$ cat src/rtl/hazard_scheduler.sv
// Scoreboard issue controller beside ID: RAW bubbles, branch flush and a stall counter.
// Optional macro HAZARD_SCHEDULER_FORWARDING_EN: writer latency becomes 1 for loads, 0 otherwise.
module hazard_scheduler #(
  parameter int WB_LAT = 3,
  parameter int CNT_W  = 2,
  parameter int PERF_W = 32
) (
  input  logic              clk,
  input  logic              reset,
  input  logic              id_valid,
  input  logic [4:0]        id_rs1,
  input  logic [4:0]        id_rs2,
  input  logic              id_rs1_used,
  input  logic              id_rs2_used,
  input  logic [4:0]        id_rd,
  input  logic              id_rd_we,
  input  logic              id_is_load,
  input  logic              ex_branch_taken,
  output logic              issue,
  output logic              stall,
  output logic              bubble,
  output logic              flush,
  output logic [PERF_W-1:0] stall_count
);

  logic [CNT_W-1:0]  pending_r [1:31];
  logic [31:0]       busy_s;
  logic [CNT_W-1:0]  lat_s;
  logic              hazard_s;
  logic              flush_s;
  logic              stall_s;
  logic              issue_s;
  logic              mark_s;
  logic [PERF_W-1:0] stall_count_r;

  // Busy map of the scoreboard; bit 0 stays clear so x0 never blocks a reader.
  always_comb begin
    busy_s = 32'd0;
    for (int i = 1; i < 32; i++) begin
      busy_s[i] = (pending_r[i] != {CNT_W{1'b0}});
    end
  end

  // RAW check; a register used as both sources simply ORs to the same hazard.
  always_comb begin
    hazard_s = (id_rs1_used & busy_s[id_rs1]) | (id_rs2_used & busy_s[id_rs2]);
  end

`ifdef HAZARD_SCHEDULER_FORWARDING_EN
  // With EX/MEM->EX forwarding only a load leaves a one-cycle gap.
  always_comb begin
    if (id_is_load) begin
      lat_s = CNT_W'(32'd1);
    end else begin
      lat_s = {CNT_W{1'b0}};
    end
  end
`else
  logic unused_is_load_s;
  assign unused_is_load_s = id_is_load;
  assign lat_s            = CNT_W'(WB_LAT);
`endif

  // Issue decision; a taken branch squashes ID regardless of any hazard.
  always_comb begin
    if (reset) begin
      flush_s = 1'b0;
      stall_s = 1'b0;
      issue_s = 1'b0;
    end else begin
      flush_s = ex_branch_taken;
      stall_s = id_valid & hazard_s & ~ex_branch_taken;
      issue_s = id_valid & ~hazard_s & ~ex_branch_taken;
    end
    mark_s = issue_s & id_rd_we & (id_rd != 5'd0);
  end

  // Scoreboard counters: a fresh issue reloads its rd, everything else counts down.
  always_ff @(posedge clk) begin
    if (reset) begin
      for (int i = 1; i < 32; i++) begin
        pending_r[i] <= {CNT_W{1'b0}};
      end
    end else begin
      for (int i = 1; i < 32; i++) begin
        if (mark_s && (id_rd == 5'(i))) begin
          pending_r[i] <= lat_s;
        end else if (pending_r[i] != {CNT_W{1'b0}}) begin
          pending_r[i] <= pending_r[i] - CNT_W'(32'd1);
        end else begin
          pending_r[i] <= pending_r[i];
        end
      end
    end
  end

  // Free-running stall performance counter, wraps naturally.
  always_ff @(posedge clk) begin
    if (reset) begin
      stall_count_r <= {PERF_W{1'b0}};
    end else if (stall_s) begin
      stall_count_r <= stall_count_r + PERF_W'(32'd1);
    end else begin
      stall_count_r <= stall_count_r;
    end
  end

  assign issue       = issue_s;
  assign stall       = stall_s;
  assign bubble      = stall_s;
  assign flush       = flush_s;
  assign stall_count = stall_count_r;

endmodule

$ cat config.mk
export PLATFORM = sky130hd
export DESIGN_NAME = hazard_scheduler
export DESIGN_NICKNAME = d
export VERILOG_FILES = /design/src/rtl/hazard_scheduler.sv
export SDC_FILE = /design/constraint.sdc
export NUM_CORES = 1
export LEC_CHECK = 0
export BUFFER_PORTS_ARGS = -buffer_cell sky130_fd_sc_hd__buf_4
export CORE_MARGIN = 1.5
export CORE_UTILIZATION = 65
export DETAILED_ROUTE_END_ITERATION = 12
export PLACE_DENSITY = 0.95
export SYNTH_ARGS = -nofsm -noshare
export SYNTH_HDL_FRONTEND = slang
export SYNTH_SLANG_ARGS = --single-unit
export TNS_END_PERCENT = 10
$ cat constraint.sdc
create_clock -name clk -period 5.7 [get_ports clk]
set_input_delay 0.57 -clock clk [delete_from_list [all_inputs] [get_ports clk]]
set_output_delay 0.57 -clock clk [all_outputs]
set_load 0.02 [all_outputs]
==> impl_metrics.csv <==
group,metric,value,unit
cts,clock_tree.root_cell,"clkbuf_8",
pwr,p_per_area,369,mW/mm2
final_layout,area_growth,9.05,%
logic_synthesis,postSynthRegisterBits,94,
logic_synthesis,syn_area_per_cell,9.85,um2
final_layout,layout.cells.non_filler,787,
cts,cts.repair.resized,0,
logic_synthesis,mappedNetlistNets,687,
floorplanning,placementRows,35,
placed_design,postPlaceCellArea,0.00660,mm2
logic_synthesis,synthDominantAreaCellType,"edfxtp_1",
setup_path,worstReg2RegStart,"pending_r[0][56]",
logic_synthesis,synth_warnings,0,
route,drt_pass1_iterations,5,
floorplanning,fp.dieW,101,um
setup_path,critPathLaunchType,"flop",
cts,cts-hold-fix-buffers,0,
cts,cts.reportedPaths.clkPinSlew,0.09,ns
sta,slew_violations,0,
pwr,vdd_ir_drop_max,0.154,mV
floorplanning,fp.dieArea,0.0102,mm2
logic_synthesis,synthTopCellsByArea,"edfxtp_1 (30%), dfxtp_1 (10%), ha_1 (6.4%), mux2_2 (5.1%), o32ai_1 (5.1%)",
placed_design,placed_cells,771,
sta,final_period_minus_worst_setup_slack,4.28,ns
floorplanning,floorplan.core_area,0.00924,mm2
cts,clock_path_buffers,2,
setup_path,cp-endpoint,"issue",
cts,clock_insertion_delay_worst_skew,0.39,ns
outcome,outcome,"finished clean",
setup_path,worstPathMaxFanout,38,
global_routing,grt_antenna_before_repair,0,
sta,relative_slew_slack,12.3,%
route,post_dr_vias_cell,6.74,
run,timing.max_cap.violations,0,
setup_path,worst-r2r-setup-slack,1.64,ns
cts,post_cts_buffers,0,
route,drt_first_iter_violations,544,
placed_design,dpl_hpwl,10.1,mm
setup_path,worst_ep_arrival_time,3.71,ns
setup_path,critical_path.slowest_cell,"nand3_1",
sta,finalHoldViolCount,0,
setup_path,timing.critical_path.required,5.13,ns
final_layout,final_net_count,708,
sta,setup_viol_count_final,0,
global_routing,grt_first_pass_wirelength,24.5,mm
floorplanning,fp.dieH,101,um
final_layout,antenna_cells_inserted,0,
logic_synthesis,yosysSeqAreaShare,40.2,%
setup_path,rr_worst_depth,8,
cts,htree_num_levels,3,
route,route.detailed.wl_per_inst,19.1,um
final_layout,drive_above_1_share,20.1,%
route,num_vias,5304,
sta,worst-slew-pin-transition,1.31,ns
pwr,design_power,2.50,mW
sta,clock_skew,0.0175,ns
logic_synthesis,netlist_instances,632,
cts,clock_sinks,94,
final_layout,layout.cell_area.non_filler,0.00679,mm2
placed_design,portBuffers,57,
setup_path,crit_path_cell_trace,"inv_1 > ha_1 > mux4_2 > and2_1 > o311ai_2 > nand4_1 > nand3_1 > inv_1 > buf_4",
floorplanning,io_pins,59,
setup_path,cp_common_cell,"inv_1",
route,drc,0,
global_routing,largest_net_degree_at_the_start_of_global_routing,106,
logic_synthesis,synth.distinct_cells,48,
cts,cts_tree,"yes",
setup_path,crit-reg2reg-capture,"pending_r[0][2]",
final_layout,final.fill_count,634,
sta,finalCritPeriodShare,75.0,%
global_routing,overall_overflow_remaining_after_global_route,0,
setup_path,worstSetupEndpointType,"output port",
setup_path,crit_type,"reg2out",
setup_path,largest_stage_delay_on_the_critical_path,1.00,ns
sta,maxClockFrequency,0.234,GHz
final_layout,layout.cells.most_common_list,"inv_1 (73), edfxtp_1 (62), buf_4 (59)",
logic_synthesis,syn-cell-area,0.00622,mm2
route,final_antenna_net_count,0,
final_layout,mostFrequentLayoutCell,"inv_1",
sta,rsz_0062_raised_after_global_routing,"no",
global_routing,grt_usage,30.6,%
pwr,cellLeakagePower,2.57,nW
logic_synthesis,synthDominantCellAreaShare,29.9,%
route,route.final.wire_length,15.0,mm
setup_path,timing.critical_path.from,"pending_r[0][26]",
worst_hold_path,hold_class,"reg2reg",
cts,cts_made_buffers,9,
placed_design,gp_congestion,0.876,
floorplanning,initial_core_utilization,67.3,%
global_routing,grt_pass1_vias,5152,
sta,setup_tns,0,ns
## where the power goes
part / total, mW / switching (mW) / internal (mW) / leakage, nW
logic: 0.988 / 0.554 / 0.434 / 1.54
registers: 1.08 / 0.0784 / 1.00 / 0.937
clock network: 0.434 / 0.265 / 0.169 / 0.0967
total: 2.50 / 0.898 / 1.60 / 2.57
## area by class of cell
class	instances	area, um2	share of cell area, %
Timing Repair Buffer	59	443	6.53
Sequential cell	94	2500	36.9
Multi-Input combinational cell	416	3220	47.5
Inverter	73	274	4.04
Clock buffer	10	129	1.90
Tap cell	129	161	2.38
Clock inverter	6	52.6	0.774
## sequential cells by signal, indices dropped and copies added, names as in the netlist
register,cells
stall_count,32
pending_r,62
## cells by family (layout without fill, tap and decap cells)
| kind of cell | after synthesis | in the layout | share of synthesized area [%] |
|---|---|---|---|
| and+or+nand+nor | 196 | 196 | 17.2 |
| AOI/OAI and AO/OA | 136 | 136 | 17.2 |
| buffers and inverters | 122 | 148 | 7.98 |
| DFF | 94 | 94 | 40.2 |
| muxes | 52 | 52 | 11.0 |
| adders and majority gates | 32 | 32 | 6.43 |
## through the flow
| step | utilization (%) | setup slack (ns) | hold WS [ns] |
|---|---|---|---|
| 4_1_cts | 73.4 | 1.45 | 0.494 |
| 2_1_floorplan | - | 2.53 | 0.543 |
| 6_report | 73.4 | 1.42 | 0.493 |
| 3_3_place_gp | 71.5 | 1.83 | 0.477 |
| 5_1_grt | 73.4 | 1.15 | 0.539 |
| 3_5_place_dp | 71.5 | 1.59 | 0.479 |
## worst max-delay path, delay by kind of cell, from the launching register on
| kind | cells | cell delay (ns) |
|---|---|---|
| and+or+nand+nor | 3 | 1.58 |
| muxes | 1 | 0.47 |
| DFF | 1 | 0.36 |
| buffers and inverters | 3 | 0.34 |
| AOI/OAI and AO/OA | 1 | 0.31 |
| adders and majority gates | 1 | 0.24 |
## per-layer routing
metal / up-vias / track usage, % / share of wire, %
li1: 2421 / - / -
met1: 2516 / 37.4 / 38
met2: 303 / 51.8 / 50
met3: 64 / 5.83 / 8.6
met4: 0 / 15.4 / 3.5
met5: - / 0 / 0
## cells in the mapped netlist (all sizes together)
master   number
inv          73
edfxtp       62
nor2         39
o32ai        36
dfxtp        32
ha           32
mux2         29
nor2b        28
o31ai        28
a21oi        27
clkbuf       27
o311ai       27
or3          26
buf          22
nand2        21
nand3        20
or2          15
mux2i        13
nand2b       11
nand4        11
mux4         10
and3          9
o211ai        5
nor3          4
a22oi         3
and2          3
a21boi        2
and4          2
nand3b        2
o2111ai       2
a2111oi       1
a211oi        1
a221oi        1
and3b         1
nand4b        1
nor4          1
nor4b         1
o22a          1
o22ai         1
o41ai         1
or4b          1
## worst min-delay path by stage
stage | start | to | slack [ns] | cells past startpoint
6_report | stall_count[4] | stall_count[4] | 0.49 | 2
5_1_grt | stall_count[4] | stall_count[4] | 0.54 | 1
4_1_cts | stall_count[4] | stall_count[4] | 0.49 | 2
3_5_place_dp | stall_count[4] | stall_count[4] | 0.48 | 2
3_3_place_gp | stall_count[4] | stall_count[4] | 0.48 | 2
2_1_floorplan | stall_count[4] | stall_count[4] | 0.54 | 1
Power figures use the tool's default switching activity.
